[src/rtl/serial_word_receiver.sv]
// serial_word_receiver
//   Hunts a serial bit stream for a sync pattern, then collects a WIDTH-bit
//   word (LSB first) plus an optional even-parity bit, and presents the word
//   on a one-entry valid/ready output buffer.
// Ports:
//   clk         rising-edge clock
//   rst         synchronous, active-high reset
//   din         serial data bit
//   din_en      din is sampled only on edges where din_en=1
//   data_out    received word, bit 0 = first data bit received
//   data_valid  data_out holds an unconsumed word
//   data_ready  consumer accepts when data_valid & data_ready
//   parity_err  parity result for the word in data_out (0 without parity)
//   overrun     one-cycle pulse when a completed word is dropped
//   locked      1 while in DATA or PAR
module serial_word_receiver #(
  parameter int                  WIDTH     = 8,
  parameter int                  SYNC_LEN  = 4,
  parameter logic [SYNC_LEN-1:0] SYNC_PAT  = 4'b1011,
  parameter bit                  PARITY_EN = 1'b1
) (
  input  logic             clk,
  input  logic             rst,
  input  logic             din,
  input  logic             din_en,
  output logic [WIDTH-1:0] data_out,
  output logic             data_valid,
  input  logic             data_ready,
  output logic             parity_err,
  output logic             overrun,
  output logic             locked
);

  localparam int CW = (WIDTH > 1) ? $clog2(WIDTH) : 1;
  localparam int FW = $clog2(SYNC_LEN + 1);

  typedef enum logic [1:0] {
    HUNT = 2'd0,
    DATA = 2'd1,
    PAR  = 2'd2
  } state_t;

  // Even parity over word plus parity bit; 1 means the check failed.
  function automatic logic parity_fail(input logic [WIDTH-1:0] w, input logic b);
    return ^{w, b};
  endfunction

  state_t              state_r, state_next_s;
  logic [SYNC_LEN-1:0] sync_r, sync_next_s, sync_shift_s;
  logic [SYNC_LEN:0]   sync_ext_s;
  logic [FW-1:0]       fill_r, fill_next_s;
  logic [CW-1:0]       cnt_r, cnt_next_s;
  logic [WIDTH-1:0]    word_r, word_next_s;
  logic                done_s, done_perr_s, accept_s;

  logic [WIDTH-1:0]    data_out_r;
  logic                data_valid_r, parity_err_r, overrun_r, locked_r;

  assign sync_ext_s   = {sync_r, din};
  assign sync_shift_s = sync_ext_s[SYNC_LEN-1:0];
  assign accept_s     = data_valid_r & data_ready;

  // Next-state, word assembly and word-complete detection.
  always_comb begin
    state_next_s = state_r;
    sync_next_s  = sync_r;
    fill_next_s  = fill_r;
    cnt_next_s   = cnt_r;
    word_next_s  = word_r;
    done_s       = 1'b0;
    done_perr_s  = 1'b0;
    case (state_r)
      HUNT: begin
        if (din_en) begin
          sync_next_s = sync_shift_s;
          // fill_r counts fresh bits since HUNT entry, so a cleared register
          // can never fake a match against a pattern containing zeros.
          if (fill_r != FW'(SYNC_LEN)) begin
            fill_next_s = fill_r + FW'(1);
          end else begin
            fill_next_s = fill_r;
          end
          if ((fill_r >= FW'(SYNC_LEN - 1)) && (sync_shift_s == SYNC_PAT)) begin
            state_next_s = DATA;
            cnt_next_s   = {CW{1'b0}};
          end else begin
            state_next_s = HUNT;
          end
        end else begin
          state_next_s = HUNT;
        end
      end
      DATA: begin
        if (din_en) begin
          word_next_s[cnt_r] = din;
          if (cnt_r == CW'(WIDTH - 1)) begin
            cnt_next_s = {CW{1'b0}};
            if (PARITY_EN) begin
              state_next_s = PAR;
            end else begin
              done_s       = 1'b1;
              state_next_s = HUNT;
              sync_next_s  = {SYNC_LEN{1'b0}};
              fill_next_s  = {FW{1'b0}};
            end
          end else begin
            cnt_next_s = cnt_r + CW'(1);
          end
        end else begin
          state_next_s = DATA;
        end
      end
      PAR: begin
        if (din_en) begin
          done_s       = 1'b1;
          done_perr_s  = parity_fail(word_r, din);
          state_next_s = HUNT;
          sync_next_s  = {SYNC_LEN{1'b0}};
          fill_next_s  = {FW{1'b0}};
        end else begin
          state_next_s = PAR;
        end
      end
      default: begin
        state_next_s = HUNT;
        sync_next_s  = {SYNC_LEN{1'b0}};
        fill_next_s  = {FW{1'b0}};
        cnt_next_s   = {CW{1'b0}};
      end
    endcase
  end

  // FSM, shift register, counters and the word being assembled.
  always_ff @(posedge clk) begin
    if (rst) begin
      state_r <= HUNT;
      sync_r  <= {SYNC_LEN{1'b0}};
      fill_r  <= {FW{1'b0}};
      cnt_r   <= {CW{1'b0}};
      word_r  <= {WIDTH{1'b0}};
    end else begin
      state_r <= state_next_s;
      sync_r  <= sync_next_s;
      fill_r  <= fill_next_s;
      cnt_r   <= cnt_next_s;
      word_r  <= word_next_s;
    end
  end

  // One-entry output buffer: a finishing word loads if the slot is empty or
  // being drained this cycle; otherwise it is dropped and overrun pulses.
  always_ff @(posedge clk) begin
    if (rst) begin
      data_out_r   <= {WIDTH{1'b0}};
      data_valid_r <= 1'b0;
      parity_err_r <= 1'b0;
      overrun_r    <= 1'b0;
      locked_r     <= 1'b0;
    end else begin
      locked_r <= (state_next_s != HUNT);
      if (done_s) begin
        if (!data_valid_r || accept_s) begin
          data_out_r   <= word_next_s;
          parity_err_r <= done_perr_s;
          data_valid_r <= 1'b1;
          overrun_r    <= 1'b0;
        end else begin
          overrun_r <= 1'b1;
        end
      end else begin
        overrun_r <= 1'b0;
        if (accept_s) begin
          data_valid_r <= 1'b0;
        end
      end
    end
  end

  assign data_out   = data_out_r;
  assign data_valid = data_valid_r;
  assign parity_err = parity_err_r;
  assign overrun    = overrun_r;
  assign locked     = locked_r;

endmodule

[config.mk]
export PLATFORM = sky130hd
export DESIGN_NAME = serial_word_receiver
export DESIGN_NICKNAME = d
export VERILOG_FILES = /design/src/rtl/serial_word_receiver.sv
export SDC_FILE = /design/constraint.sdc
export NUM_CORES = 1
export LEC_CHECK = 0
export CAP_MARGIN = 25
export CORE_ASPECT_RATIO = 0.5
export CORE_MARGIN = 10
export CORE_UTILIZATION = 54
export DETAILED_ROUTE_END_ITERATION = 8
export MAX_ROUTING_LAYER = met4
export PLACE_DENSITY = 0.78
export SYNTH_ARGS = -nofsm -noshare
export SYNTH_HDL_FRONTEND = slang
export SYNTH_SLANG_ARGS = --single-unit
[constraint.sdc]
create_clock -name clk -period 1.45 [get_ports clk]
set_input_delay 0.29 -clock clk [delete_from_list [all_inputs] [get_ports clk]]
set_output_delay 0.29 -clock clk [all_outputs]
set_load 0.02 [all_outputs]
# After elaboration in Yosys (flattened, before gate mapping)
# Index checks and enable logic that the tools add are counted.
[word_totals]
output_inout_bits = 12
wordCells = 75
input_bits = 5
reg_bits = 31
[classes]
n_eq_ne = 11
bitwise = 4
n_reduce_logical = 14
n_lt_le_gt_ge = 3
muxes = 31
add_sub_neg = 2
[op_table]
columns = ["op", "n"]
rows = [
  ["$mux W3", 9],
  ["$pmux W3 S3", 3],
  ["$mux W8", 2],
  ["$mux W1", 10],
  ["$ne A2 B2 Y1 const B", 5],
  ["$reduce_xor A9 Y1", 1],
  ["$bwmux W8", 1],
  ["$mux W2", 4],
  ["$reduce_and A4 Y1", 2],
  ["$add A3 B1 Y3 const B", 2],
  ["$pmux W2 S3", 1],
  ["$eq A4 B4 Y1 const B", 1],
  ["$lt A3 B4 Y1 const B", 1],
  ["$reduce_and A2 Y1", 2],
  ["$reduce_bool A2 Y1", 2],
  ["$demux W1 S3", 1],
  ["$eq A3 B3 Y1 const B", 1],
  ["$ge A3 B1 Y1 const B", 1],
  ["$ge A3 B2 Y1 const B", 1],
  ["$ne A3 B3 Y1 const B", 1],
  ["$not A1 Y1", 3],
  ["$reduce_and A3 Y1", 1],
  ["$eq A2 B1 Y1 const B", 1],
  ["$eq A2 B2 Y1 const B", 1],
  ["7 further kinds", 8],
]

# Logic depth before layout (Yosys ltp)
[logic_depth]
depth_word = 7
mapped_depth = 6
ltp_nobuf = 6

# Least setup slack after synthesis
# Ideal clock, no wire load.
[synth_path]
path_type = "reg2reg"
startpoint = "register fill_r[0]"
endpoint = "register cnt_r[2]"
t_required_ns = 1.379
slack_ns = 0.130
stages_incl_launch_ff = 7
arrival_time_ns = 1.250
synth_period_minus_slack_ns = 1.320
setup_ns = 0.071
n_path_buf = 0
path_cell_list = "dfxtp_1 > ha_1 > ha_1 > a211oi_1 > o31a_1 > o21ai_0 > a21oi_1"
[synth_between]
elab_chain_len = 4
[synth_rtl]
columns = ["item", "line", "rtl"]
rows = [
  ["from (decl)", "51", "logic [FW-1:0] fill_r, fill_next_s;"],
  ["from (signal assigned)", "138", "fill_r <= {FW{1'b0}};"],
  ["from (signal assigned)", "144", "fill_r <= fill_next_s;"],
  ["$ge A3 B2 Y1", "83", "if ((fill_r >= FW'(SYNC_LEN - 1)) && (sync_shift_s == SYNC_PAT)) begin"],
  ["$logic_and A1 B1 Y1", "83", ""],
  ["$ne A2 B2 Y1 (no line)", "-", ""],
  ["$reduce_and A4 Y1 (no line)", "-", ""],
  ["to (signal assigned)", "139", "cnt_r <= {CW{1'b0}};"],
  ["to (signal assigned)", "145", "cnt_r <= cnt_next_s;"],
  ["to (decl)", "52", "logic [CW-1:0] cnt_r, cnt_next_s;"],
]
# No other way between the ends.
# A chain may end at the register's enable or synchronous reset.

# Final worst setup path
[layout_path]
startpoint = "register fill_r[1]"
endpoint = "register cnt_r[0]"
# The elaborated chain is that of the path after synthesis.

==> impl_metrics.yaml <==
run_status:
  outcome: "finished, final reports clean"
cells_and_area:
  drive_gt1_share_pct: 18.58
  diodes: 0
  layout_common_cells: "28 x dfxtp_1, 23 x nor2_1, 16 x mux2i_1"
  syn_to_final_growth_pct: 30.65
  utilization_pct: 73.10
  nets: 193
  stdcell_count: 220
  final_common_cell: "dfxtp_1"
grt:
  grt_pass1_wl_um: 5223
  first_global_vias: 1175
  antenna_found_initial: 0
  overflow: 0
  grt_max_degree: 24
  track_usage_pct: 12.76
yosys:
  synth.distinct_cells: 33
  syn_inst: 153
  synth_edf_count: 0
  yosys_warnings: 0
  netlist_area_um2: 1429
  avgSynthCellArea_um2: 9.339
  synth_top_area_share_pct: 43.43
  synth_area_leaders: "dfxtp_1 43%, mux2i_1 11%, nor2_1 6.0%, ha_1 4.4%, a21oi_1 3.2%"
  ys_ff_latch: 31
  synth_flop_cell: "dfxtp_1"
  synth_nets: 163
  synthArstFlopShare_pct: 0
  synth_top_cell_by_area: "dfxtp_1"
  yosysSeqAreaShare_pct: 43.43
sta:
  worst_slack_ns: 0.04077
  fin_crit_sh_pct: 97.19
  finClkSkew_ns: 0.004328
  finalCriticalPeriod_ns: 1.409
  rsz0062_at_grt: "true"
  maxSlewViolCount: 0
  setup_viol: 0
  worst_pin_slew_ns: 0.2982
  hold_viol: 0
  tns_ns: 0
  fmax_ghz: 0.7096
  relSlewSlack_pct: 79.96
routing:
  wl_um: 3204
  first_pass_iters: 4
  ant_nets: 0
  num_vias: 1189
  drc: 0
  vias_per_cell: 5.405
  drt_iter0_markers: 55
  wire_per_inst_um: 14.56
worst_setup_path:
  cp.arrival_ns: 1.62
  worstSetupStartpointType: "flip-flop"
  critPathMaxFanout: 3
  required_ns: 1.66
  end_kind: "flip-flop"
  crit_type: "flip-flop to flip-flop"
floorplanning:
  rows: 13
  pin_count: 17
  design.core.area_um2: 2554
  die_h_um: 56.38
  die_area_um2: 5229
  die_w_um: 92.75
  start_util_pct: 55.95
min_path:
  hold_class: "flip-flop to flip-flop"
clock_tree:
  clk-insertion-delay-late_ns: 0.28
  cts-buffers-inserted: 5
  path_clk_slew_ns: 0.06
  cts-hold-fix-buffers: 0
  cts-htree-levels: 2
  cts_max_path_buffers: 2
  cts_tree: "done"
  cts_sinks: 31
  clock-root-buffer: "clkbuf_8"
placed_design:
  detailed_place_hpwl_um: 2257
  pre_cts_slack_ns: -0.3990
  io_buffers: 16
  gp_congestion: 0.8109
  dp.cells: 213
power_and_ir_drop:
  p_comb_share_pct: 7.4
  p_clk_share_pct: 40.1
  p_seq_share_pct: 52.5
  p_leak_nw: 0.7650
  netSwitchingPower_mw: 0.3726
  total_power_mw: 1.668
  ir_drop_mv: 0.7914
  internal_power_mw: 1.295
  swShare_pct: 22.34
  pwr_density_cell_nw_per_um2: 893.4
run:
  maxCapViolCount: 0
worst paths after layout:
path	slack, ns	end	start	cells past startpoint
min	0.49	data_out[4]$_SDFFE_PP0P_	data_out[4]$_SDFFE_PP0P_	2
max	0.04	cnt_r[0]$_SDFFE_PP0P_	fill_r[1]$_SDFFE_PP0P_	6
max reg2reg	0.04	cnt_r[0]$_SDFFE_PP0P_	fill_r[1]$_SDFFE_PP0P_	6
min reg2reg	0.49	data_out[4]$_SDFFE_PP0P_	data_out[4]$_SDFFE_PP0P_	2
synth_stat cells, types with 2 or more instances:
cell type / count
a31oi_1: 2
a21oi_1: 9
or3_1: 2
dfxtp_1: 31
clkbuf_1: 4
buf_4: 2
nand2_1: 6
nand3_1: 2
o21ai_0: 4
nand3b_1: 6
inv_1: 5
xor2_1: 2
a211oi_1: 2
nor3b_1: 2
nand2b_1: 3
ha_1: 5
nor2_1: 23
a32oi_1: 3
nor3_1: 5
mux2i_1: 16
xnor2_1: 3
buf_2: 3
nand4b_1: 3
per-stage QoR:
step | area (µm²) | hold WS, ns
after floorplan | 1429 | 0.4536
after global placement | 1735 | 0.4677
after detailed placement | 1735 | 0.4842
after CTS | 1818 | 0.4977
after global routing | 1867 | 0.5062
final | 1867 | 0.4886
per-layer routing:
metal / vias up / GRT usage, % / routed length (µm)
met5: - / - / 0
met4: 0 / 5.677 / 39
met3: 7 / 5.563 / 126
met2: 21 / 19.50 / 1538
met1: 565 / 14.23 / 1499
li1: 596 / - / -
worst max-delay path, stage by stage (launching register included):
cell	delay, ns
dfxtp_4	0.36
ha_4	0.16
ha_4	0.16
a211oi_4	0.24
o31a_1	0.22
o21ai_1	0.07
a21oi_1	0.13
final cells by class:
cell class,count,area [µm²]
clock buffer,6,82.58
timing repair buffer,32,289.0
multi-input combinational,108,798.3
fill,213,686.9
sequential,31,626.9
tap,37,46.29
clock inverter,1,5.005
inverter,5,18.77
state kept, by name, indices dropped and copies added, names as in the netlist:
register    cells
state_r         2
sync_r          3
locked          1
cnt_r           3
parity_err      1
word_r          8
data_valid      1
data_out        8
fill_r          3
overrun         1
cell families (layout without fill, tap and decap cells):
group | after synthesis | in the layout | share of synthesized area [%]
AO/OA/AOI/OAI | 23 | 23 | 9.983
XOR/XNOR | 6 | 6 | 4.641
adder cells (fa/ha/maj) | 5 | 5 | 4.378
buffers and inverters | 14 | 44 | 4.465
flip-flops | 31 | 31 | 43.43
multiplexers | 16 | 16 | 11.21
AND/OR/NAND/NOR | 58 | 58 | 21.89
power groups by stage:
stage	Sequential (mW)	Combinational, mW	Clock [mW]
6_report	0.876	0.124	0.668
3_3_place_gp	0.889	0.106	0
4_1_cts	0.871	0.110	0.683
2_1_floorplan	0.888	0.0572	0
5_1_grt	0.876	0.136	0.740
3_5_place_dp	0.889	0.108	0
repair_timing:
item | in CTS | in global routing
pin swaps | 0 | 7
buffers inserted | 0 | 1
setup endpoints to repair | 17 | 7
resized for setup | 15 | 14
Note: power is estimated with default switching activity, not from simulation.
